**src/rtl/seq_mult_ctrl.sv**
```systemverilog
// ----------------------------------------------------------------------------
// seq_mult_ctrl
//   Sequential shift-and-add unsigned multiplier. A single WIDTH-bit ripple
//   carry adder is reused once per cycle. It takes WIDTH RUN cycles per
//   product instead of using the WIDTH-1 adders of an array multiplier.
//
// Handshake (both sides): a transfer happens on a rising clk edge where
//   valid && ready are both high. The producer holds valid and data stable
//   until that edge. in_ready depends only on state, never on in_valid, and
//   out_valid depends only on state, never on out_ready.
//
// Ports
//   clk        in   1          rising-edge clock
//   rst_n      in   1          asynchronous active-low reset
//   in_valid   in   1          operand pair a/b valid
//   in_ready   out  1          high in IDLE: block can accept a/b
//   a          in   WIDTH      multiplicand (unsigned)
//   b          in   WIDTH      multiplier (unsigned)
//   out_valid  out  1          high in DONE: result valid
//   out_ready  in   1          consumer accepts result
//   result     out  2*WIDTH    unsigned product a*b
//   busy       out  1          high in RUN and DONE
// ----------------------------------------------------------------------------
module seq_mult_ctrl #(
    parameter int WIDTH = 8
) (
    input  logic               clk,
    input  logic               rst_n,
    input  logic               in_valid,
    output logic               in_ready,
    input  logic [WIDTH-1:0]   a,
    input  logic [WIDTH-1:0]   b,
    output logic               out_valid,
    input  logic               out_ready,
    output logic [2*WIDTH-1:0] result,
    output logic               busy
);

    localparam int CW = $clog2(WIDTH + 1);
    localparam logic [CW-1:0] LAST_STEP = CW'(WIDTH - 1);

    typedef enum logic [1:0] {
        S_IDLE = 2'd0,
        S_RUN  = 2'd1,
        S_DONE = 2'd2
    } state_t;

    state_t           r_state;
    state_t           w_state_nxt;
    logic [WIDTH-1:0] r_mcand;
    logic [WIDTH-1:0] r_acc_hi;
    logic [WIDTH-1:0] r_acc_lo;
    logic [CW-1:0]    r_cnt;

    logic             w_accept;
    logic [WIDTH-1:0] w_addend;
    logic [WIDTH-1:0] w_sum;
    logic [WIDTH:0]   w_carry;

    assign in_ready  = (r_state == S_IDLE);
    assign busy      = (r_state != S_IDLE);
    assign out_valid = (r_state == S_DONE);
    assign result    = {r_acc_hi, r_acc_lo};
    assign w_accept  = in_valid && (r_state == S_IDLE);

    // The multiplier bit to consume sits in acc_lo[0]. acc_lo is shifted
    // right each step while product bits enter from acc_hi.
    assign w_addend = r_acc_lo[0] ? r_mcand : '0;

    // Ripple carry adder, carry-in 0. The carry-out becomes the new acc_hi MSB,
    // so no product bit is ever lost.
    always_comb begin
        w_sum      = '0;
        w_carry    = '0;
        w_carry[0] = 1'b0;
        for (int i = 0; i < WIDTH; i++) begin
            w_sum[i]       = r_acc_hi[i] ^ w_addend[i] ^ w_carry[i];
            w_carry[i + 1] = (r_acc_hi[i] & w_addend[i]) |
                             (w_carry[i] & (r_acc_hi[i] ^ w_addend[i]));
        end
    end

    // Next-state logic
    always_comb begin
        w_state_nxt = r_state;
        case (r_state)
            S_IDLE:  if (in_valid) w_state_nxt = S_RUN;
            S_RUN:   if (r_cnt == LAST_STEP) w_state_nxt = S_DONE;
            S_DONE:  if (out_ready) w_state_nxt = S_IDLE;
            default: w_state_nxt = S_IDLE;
        endcase
    end

    always_ff @(posedge clk or negedge rst_n) begin
        if (!rst_n) begin
            r_state <= S_IDLE;
        end else begin
            r_state <= w_state_nxt;
        end
    end

    // Datapath. The registers are left untouched in DONE and IDLE, so the
    // result holds through the output stall and after the handoff.
    always_ff @(posedge clk or negedge rst_n) begin
        if (!rst_n) begin
            r_mcand  <= '0;
            r_acc_hi <= '0;
            r_acc_lo <= '0;
            r_cnt    <= '0;
        end else if (w_accept) begin
            r_mcand  <= a;
            r_acc_lo <= b;
            r_acc_hi <= '0;
            r_cnt    <= '0;
        end else if (r_state == S_RUN) begin
            {r_acc_hi, r_acc_lo} <= {w_carry[WIDTH], w_sum, r_acc_lo[WIDTH-1:1]};
            r_cnt                <= r_cnt + CW'(1);
        end
    end

endmodule

```
**config.mk**
```make
export PLATFORM = sky130hd
export DESIGN_NAME = seq_mult_ctrl
export DESIGN_NICKNAME = d
export VERILOG_FILES = /design/src/rtl/seq_mult_ctrl.sv
export SDC_FILE = /design/constraint.sdc
export NUM_CORES = 1
export LEC_CHECK = 0
export CAP_MARGIN = 20
export CORE_MARGIN = 5
export CORE_UTILIZATION = 47
export CTS_CLUSTER_DIAMETER = 200
export CTS_CLUSTER_SIZE = 10
export DETAILED_ROUTE_END_ITERATION = 6
export PLACE_DENSITY = 0.84
export REMOVE_ABC_BUFFERS = 1
export SYNTH_ARGS = -nofsm -noshare
export SYNTH_HDL_FRONTEND = slang
export SYNTH_SLANG_ARGS = --single-unit
export TNS_END_PERCENT = 100
```
**constraint.sdc**
```tcl
create_clock -name clk -period 4.8 [get_ports clk]
set_input_delay 1.44 -clock clk [delete_from_list [all_inputs] [get_ports clk]]
set_output_delay 1.44 -clock clk [all_outputs]
set_load 0.05 [all_outputs]
```
# == Yosys cells after proc, flatten, opt, wreduce, memory -nomap -nowiden ==
# Index checks and enable logic that the tools add are counted.
# Widths: inputs -> output; s select.
# totals
reg_bits,30
word_cells,65
# op_classes
add_sub_neg,1
n_eq_ne,6
mux,11
bitwise,37
reduce_logical,5
# ops
op,count
$mux 8,5
$and 1x1->1,15
$xor 1x1->1,15
$mux 4,2
$or 1x1->1,7
$mux 2,3
$pmux 2 s3,1
$add 4x1->4 const B,1
$eq 4x3->1 const B,1
$ne 2x2->1 const B,2
$reduce_bool 2->1,2
$reduce_and 3->1,1
$eq 2x1->1 const B,1
$eq 2x2->1 const B,1
$logic_not 2->1,1
$ne 2x1->1 const B,1
$logic_and 1x1->1,1

# == Logic depth before layout (Yosys ltp) ==
# Gate-level depths: netlist of run 1.
# depth
word_depth,18
ltp_mapped,14
ltp_nobuf,13

# == Worst setup path after synthesis of run 1 ==
# OpenSTA, ideal clock, no wires.
# synth_timing
path_type,flip-flop to flip-flop
start,register r_acc_lo[0]
end,register r_acc_hi[6]
t_arrival_ps,3861
required_time_ps,4674
setup_slack_ps,812
stages_incl_launch_ff,15
path_buffers,1
synth_period_minus_slack_ps,3988
cell_sequence,dfrtp_1 > clkbuf_1 > and2_1 > ha_1 > inv_1 > fa_1 > fa_1 > fa_1 > fa_1 > fa_1 > inv_1 > fa_1 > inv_1 > fa_1 > o22ai_1
# synth_via
elab_chain_cells,17
word_cells_on_any_way,30
cone_classes,mux (3); bitwise (27)
# synth_lines
element,line_no,rtl
start: declaration,52,logic [WIDTH-1:0] r_acc_lo;
start signal: assignment,116,"{r_acc_hi, r_acc_lo} <= {w_carry[WIDTH], w_sum, r_acc_lo[WIDTH-1:1]};"
$mux 8 (*),68,assign w_addend = r_acc_lo[0] ? r_mcand : '0;
$and 1x1->1 or $xor 1x1->1 (tied branches),"78, 79",
$and 1x1->1,79,(w_carry[i] & (r_acc_hi[i] ^ w_addend[i]));
$or 1x1->1,78,w_carry[i + 1] = (r_acc_hi[i] & w_addend[i]) |
$and 1x1->1,79,
$or 1x1->1,78,
$and 1x1->1,79,
$or 1x1->1,78,
$and 1x1->1,79,
$or 1x1->1,78,
$and 1x1->1,79,
$or 1x1->1,78,
$and 1x1->1,79,
$or 1x1->1,78,
$xor 1x1->1 (*),77,w_sum[i] = r_acc_hi[i] ^ w_addend[i] ^ w_carry[i];
$mux 8 (*),115,end else if (r_state == S_RUN) begin
$mux 8 (*),110,end else if (w_accept) begin
end signal: assignment,116,
end: declaration,51,logic [WIDTH-1:0] r_acc_hi;
# Mark *: on every way between the ends. The rest lies on a longest branch, timed or not. The select of a mux whose other input is x is not followed.
# A chain may end at the register's enable or synchronous reset.

# == Worst setup path in the final report of run 1 ==
# Ends and elaborated chain as after synthesis.

==> flow_summary.yaml, run 1 <==
place:
  place_congestion: 0.7584
  dp_cells: 210
  dp_hpwl_um: 2336
  port_buffers: 38
flow_run:
  cap_viol_max_count: 0
power_and_ir_drop:
  power_density_nw_per_um2: 724.7
  switching_share: 0.4597
  p_int_mw: 0.7682
  power_frac_seq: 0.327
  peakVddDrop_mv: 0.4211
  pwr-share-comb: 0.527
  clock_power_share: 0.146
  p_switching_mw: 0.6536
  p_leak_nw: 0.8463
sta:
  period_minus_slack_ps: 3789
  skew_ps: 10.77
  final.setup.tns_ps: 0
  maxSlewViolCount: 0
  final-setup-viol-count: 0
  hold_viol: 0
  worstMarginPinSlew_ps: 904.4
  fmax_mhz: 263.9
  grt_setup_unrepaired: "false"
  slew_headroom: 0.3958
  fin_crit_sh: 0.7894
yosys:
  ys_ff_latch: 30
  yosys.area.top_type: "dfrtp_1"
  synth_top_area_frac: 0.5119
  synth.area.top_cells: "dfrtp_1, fa_1, nand2_1"
  synthCells: 132
  netlist_area_um2: 1466
  ys_warn_count: 0
  avgSynthCellArea_um2: 11.11
  ys_seq_area_frac: 0.5119
  synth_cell_types: 28
setup_path:
  crit_arrival_ps: 3980
  endpoint_kind: "flop"
  reg2reg_slack_ps: 1010
  critPathRequiredTime_ps: 4990
  worstSetupPathType: "reg2reg"
  path_max_fanout: 10
  start_kind: "flop"
routing:
  route.met2.wl_um: 1652
  drc: 0
  met3WireLength_um: 148
  vias: 1115
  wl_per_cell_um: 14.62
  wl_met1_um: 1288
  highest_layer: "met4"
  first_iter_violations: 57
  postRouteAntennaNets: 0
  firstDrtPassIters: 4
  wirelength_um: 3188
  via_per_inst: 5.115
layout:
  syn_to_final_growth_pct: 33.79
  final_nets: 202
  drive_gt1_frac: 0.1092
  fin_util: 0.6479
  final_cell_count_no_fill: 218
  fill_cells: 258
  diodes: 0
die:
  fp.dieW_um: 65.86
  dieArea_um2: 4337
  die_h_um: 65.86
  initial_core_util: 0.4843
  ios: 39
  core-area_um2: 3028
  row_count: 20
grt:
  grtUsageTotal: 0.1727
  grt_pass1_wl_um: 5457
  grt_max_degree: 31
  grt_pass1_vias: 1220
  antenna_found_initial: 0
  overflow: 0
clock_network:
  clock-sinks: 30
  ctsHoldBuffers: 0
  clockBufferDepth: 2
  cts_root_buf: "clkbuf_4"
  insertion_delay_ps: 340
  cts_buffers: 5
  post_cts_buffers: 0
  clk_pin_slew_worst_paths_ps: 110
  cts_resized: 0
  cts_tree: "yes"
  cts_max_level: 2
hold_path:
  min_path_type: "reg2reg"
status:
  status: "finished clean"
## layer usage
layer  vias to the layer above  global-route usage
met3                         7             0.04592
met1                       553              0.1867
met2                        34              0.3004
li1                        521                   -
met4                         0              0.1010
met5                         -                   0
## through the flow
stage,power [mW],worst slack [ps],cell area [µm²],hold WS [ps]
3_5_place_dp,1.225,1016,1879,472.6
2_1_floorplan,0.9717,886.7,1429,437.3
4_1_cts,1.434,1010,1962,486.1
6_report,1.422,1011,1962,497.5
3_3_place_gp,1.193,1136,1879,452.6
5_1_grt,1.518,847.2,1962,513.3
## critical path, cell delays in order, from the launching register on
cell and delay (ps):
dfrtp_1 540, and2_1 190, ha_1 140, inv_1 50, fa_1 370, fa_1 380
fa_1 390, fa_1 390, fa_1 370, inv_1 70, fa_1 150, inv_1 50
fa_1 480, o22ai_1 80
## Yosys cell counts
cell type and n:
nand2_1 33, dfrtp_1 30, inv_1 11, a22oi_1 8, fa_1 7, o22ai_1 7
mux2_2 6, buf_2 3, a21o_1 2, and2_1 2, ha_1 2, mux2_1 2
nand2b_1 2, nor2b_1 2, o21ai_0 2, buf_4 1, buf_6 1, clkbuf_1 1
mux2i_1 1, nand3b_1 1, nand4_1 1, nor3b_1 1, nor3b_4 1, o21bai_1 1
o21bai_2 1, o2bb2ai_1 1, o31ai_1 1, or2_2 1
## power groups by stage
| stage | clock (mW) | combinational (mW) | sequential (mW) |
|---|---|---|---|
| floorplan | 0 | 0.326 | 0.646 |
| global placement | 0 | 0.732 | 0.461 |
| detailed placement | 0 | 0.755 | 0.470 |
| CTS | 0.212 | 0.758 | 0.464 |
| global route | 0.223 | 0.813 | 0.482 |
| finish | 0.207 | 0.749 | 0.465 |
## kinds of logic (layout without fill, tap and decap cells)
group | after synthesis | after routing | share of synthesized area
DFF | 30 | 30 | 0.5119
AOI/OAI and AO/OA | 23 | 23 | 0.1118
adders and majority gates | 9 | 9 | 0.1126
muxes | 9 | 9 | 0.06826
buffers and inverters | 17 | 59 | 0.05375
and+or+nand+nor | 44 | 44 | 0.1416
## worst paths after layout
kind | start | endpoint | depth (start not counted)
worst max-delay path | r_acc_lo[0]$_DFFE_PN0P_ | r_acc_hi[6]$_DFFE_PN0P_ | 13
worst min register to register | r_cnt[3]$_DFFE_PN0P_ | r_cnt[3]$_DFFE_PN0P_ | 1
worst max register to register | r_acc_lo[0]$_DFFE_PN0P_ | r_acc_hi[6]$_DFFE_PN0P_ | 13
worst min-delay path | r_cnt[3]$_DFFE_PN0P_ | r_cnt[3]$_DFFE_PN0P_ | 1
max in group asynchronous | rst_n | r_mcand[2]$_DFFE_PN0P_ | 2
min in group asynchronous | rst_n | r_acc_hi[2]$_DFFE_PN0P_ | 2
## area by class of cell
class | instances | area, µm² | area share
flip-flops and latches | 30 | 750.7 | 0.3827
clock inverters | 3 | 45.04 | 0.02296
clock buffers | 5 | 37.54 | 0.01913
multi-input cells | 85 | 636.9 | 0.3246
inverters | 11 | 41.29 | 0.02105
well taps | 44 | 55.05 | 0.02806
repair buffers | 40 | 395.4 | 0.2015
## sequential cells by signal (all words and copies together), names as in the netlist
name      cells
r_mcand       8
r_cnt         4
r_acc_hi      8
r_acc_lo      8
r_state       2
## cell usage in the layout, fill, tap and decap left out, types with 2 or more instances in the layout
| cell type | count |
|---|---|
| nand2b_1 | 2 |
| o22ai_1 | 7 |
| o21ai_0 | 2 |
| fa_1 | 7 |
| clkbuf_4 | 5 |
| a22oi_1 | 8 |
| clkdlybuf4s50_1 | 38 |
| clkinvlp_4 | 2 |
| mux2_2 | 6 |
| nand2_1 | 33 |
| inv_1 | 11 |
| dfrtp_1 | 30 |
| ha_1 | 2 |
| mux2_1 | 2 |
| nor2b_1 | 2 |
| a21o_1 | 2 |
| buf_4 | 2 |
| and2_1 | 2 |
Note: power is estimated with default switching activity, not from simulation.
==> run 2: changes to the inputs <==
- clock period: 4.8 -> 3.66 ns (I/O delays scaled with it)
==> run 2 against run 1 <==
  * Via count rose by 0.81%
  * Clock-buffer cell count increased by 2
  * Worst hold slack lost 13 ps
  * Core utilization shrank 0.33 points
  * Die area is the same
  * Total power increased by 28%
  * Combinational power up 35%
  * Maximum frequency up 8.0%
  * Setup slack got worse by 860 ps
  * Critical path depth unchanged
==> flow_summary.yaml, run 2 (synthesis results as in run 1) <==
status:
  status: "finished clean"
routing:
  wirelength_um: 3203
  via_per_inst: 5.132
  postRouteAntennaNets: 0
  drc: 0
  wl_per_cell_um: 14.63
  first_iter_violations: 36
  firstDrtPassIters: 4
  vias: 1124
sta:
  worstMarginPinSlew_ps: 980.1
  final-setup-viol-count: 0
  period_minus_slack_ps: 3510
  maxSlewViolCount: 0
  hold_viol: 0
  final.setup.tns_ps: 0
  slew_headroom: 0.3452
  grt_setup_unrepaired: "false"
  skew_ps: 9.616
  fmax_mhz: 284.9
  fin_crit_sh: 0.9590
  setup_slack_ps: 150.0
grt:
  grt_pass1_vias: 1215
  overflow: 0
  met2_usage: 0.3004
  antenna_found_initial: 0
  grt_pass1_wl_um: 5575
  use_met1: 0.1906
  use_met3: 0.04762
  busiest_layer: "met2"
  grt_max_degree: 31
  grtUsageTotal: 0.1699
setup_path:
  critPathRequiredTime_ps: 3840
  endpoint_kind: "flop"
  crit_arrival_ps: 3690
  start_kind: "flop"
  worstSetupPathType: "reg2reg"
  path_max_fanout: 2
die:
  fp.dieW_um: 65.86
  die_h_um: 65.86
  row_count: 20
  initial_core_util: 0.4843
  dieArea_um2: 4337
  ios: 39
  core-area_um2: 3028
layout:
  reg.largest.list: "r_acc_hi x8, r_acc_lo x8, r_mcand x8"
  diodes: 0
  syn_to_final_growth_pct: 33.11
  final_nets: 203
  fill_cells: 263
  multi_input_area_um2: 641.9
  final_cell_mix: "clkdlybuf4s50_1, nand2_1, dfrtp_1"
  final_common_cell: "clkdlybuf4s50_1"
  fin_util: 0.6446
  postLayoutCellArea_um2: 1952
  seq_area_um2: 750.7
  drive_gt1_frac: 0.1200
place:
  place_area_um2: 1887
  dp_slack_ps: 108.3
  port_buffers: 38
  dp_hpwl_um: 2304
  place_congestion: 0.7350
power_and_ir_drop:
  power_density_nw_per_um2: 928.8
  p_leak_nw: 0.8497
  peakVddDrop_mv: 0.3932
clock_network:
  clock-sinks: 30
  clockBufferDepth: 2
  insertion_delay_ps: 320
  clk_pin_slew_worst_paths_ps: 100
  ctsHoldBuffers: 0
  cts_root_buf: "clkbuf_4"
  cts_buffers: 5
  cts_max_level: 2
  cts_tree: "yes"
flow_run:
  cap_viol_max_count: 0
hold_path:
  min_path_type: "reg2reg"
[run 2: cell count changes in the layout (fill, tap and decap cells not counted), sizes merged]
cell and change:
clkbuf +2, clkinvlp -2, buf +1, bufinv -1, clkinv +1
[run 2: worst max-delay path, cell delays in order (launching register included)]
cell     delay, ps
dfrtp_1        350
and2_1         130
ha_1           160
inv_1           50
fa_1           390
fa_2           350
fa_1           380
fa_2           350
fa_1           370
inv_1           80
fa_1           150
inv_1           50
fa_1           470
o22ai_1         80
[run 2: layout make-up]
cell class | instances | area share
multi-input combinational | 85 | 0.3288
tap | 44 | 0.02821
clock inverter | 1 | 0.002564
clock buffer | 7 | 0.02821
inverter | 11 | 0.02115
timing repair buffer | 41 | 0.2064
sequential | 30 | 0.3846
[run 2: path summary, 6_finish.rpt]
| path | start | cells past startpoint | slack (ps) | endpoint |
|---|---|---|---|---|
| max | r_mcand[0]$_DFFE_PN0P_ | 13 | 150 | r_acc_hi[6]$_DFFE_PN0P_ |
| min | r_cnt[3]$_DFFE_PN0P_ | 1 | 480 | r_cnt[3]$_DFFE_PN0P_ |
| max reg2reg | r_mcand[0]$_DFFE_PN0P_ | 13 | 150 | r_acc_hi[6]$_DFFE_PN0P_ |
| min reg2reg | r_cnt[3]$_DFFE_PN0P_ | 1 | 480 | r_cnt[3]$_DFFE_PN0P_ |
| max in group asynchronous | rst_n | 2 | 2210 | r_acc_lo[1]$_DFFE_PN0P_ |
| min in group asynchronous | rst_n | 2 | 1160 | r_mcand[2]$_DFFE_PN0P_ |
[run 2: power breakdown]
part	switching (mW)	internal (mW)
combinational	0.623	0.387
sequential	0.114	0.486
clock	0.110	0.0930
[run 2: what timing repair did]
item | CTS | global route
hold endpoints to repair | 0 | 0
gates resized for setup | 0 | 2
endpoints found under the setup margin | 0 | 2
buffers inserted | 0 | 0
[run 2: per-stage QoR]
step / std cells / total power, mW / hold WS (ps)
2_1_floorplan: 126 / 1.274 / 437.3
3_3_place_gp: 211 / 1.568 / 452.0
3_5_place_dp: 211 / 1.614 / 472.0
4_1_cts: 219 / 1.826 / 488.3
5_1_grt: 219 / 1.941 / 537.2
6_report: 219 / 1.813 / 484.0
[run 2: routing by layer]
layer | wire length [µm] | vias to the layer above
met4 | 51 | 0
met1 | 1327 | 560
li1 | - | 527
met5 | 0 | -
met3 | 140 | 4
met2 | 1684 | 33
==> run 3: changes to the inputs <==
- HOLD_SLACK_MARGIN: unset -> 0.1
==> results of run 3 <==
The final DEF is identical to that of run 2; final timing and power are the same.
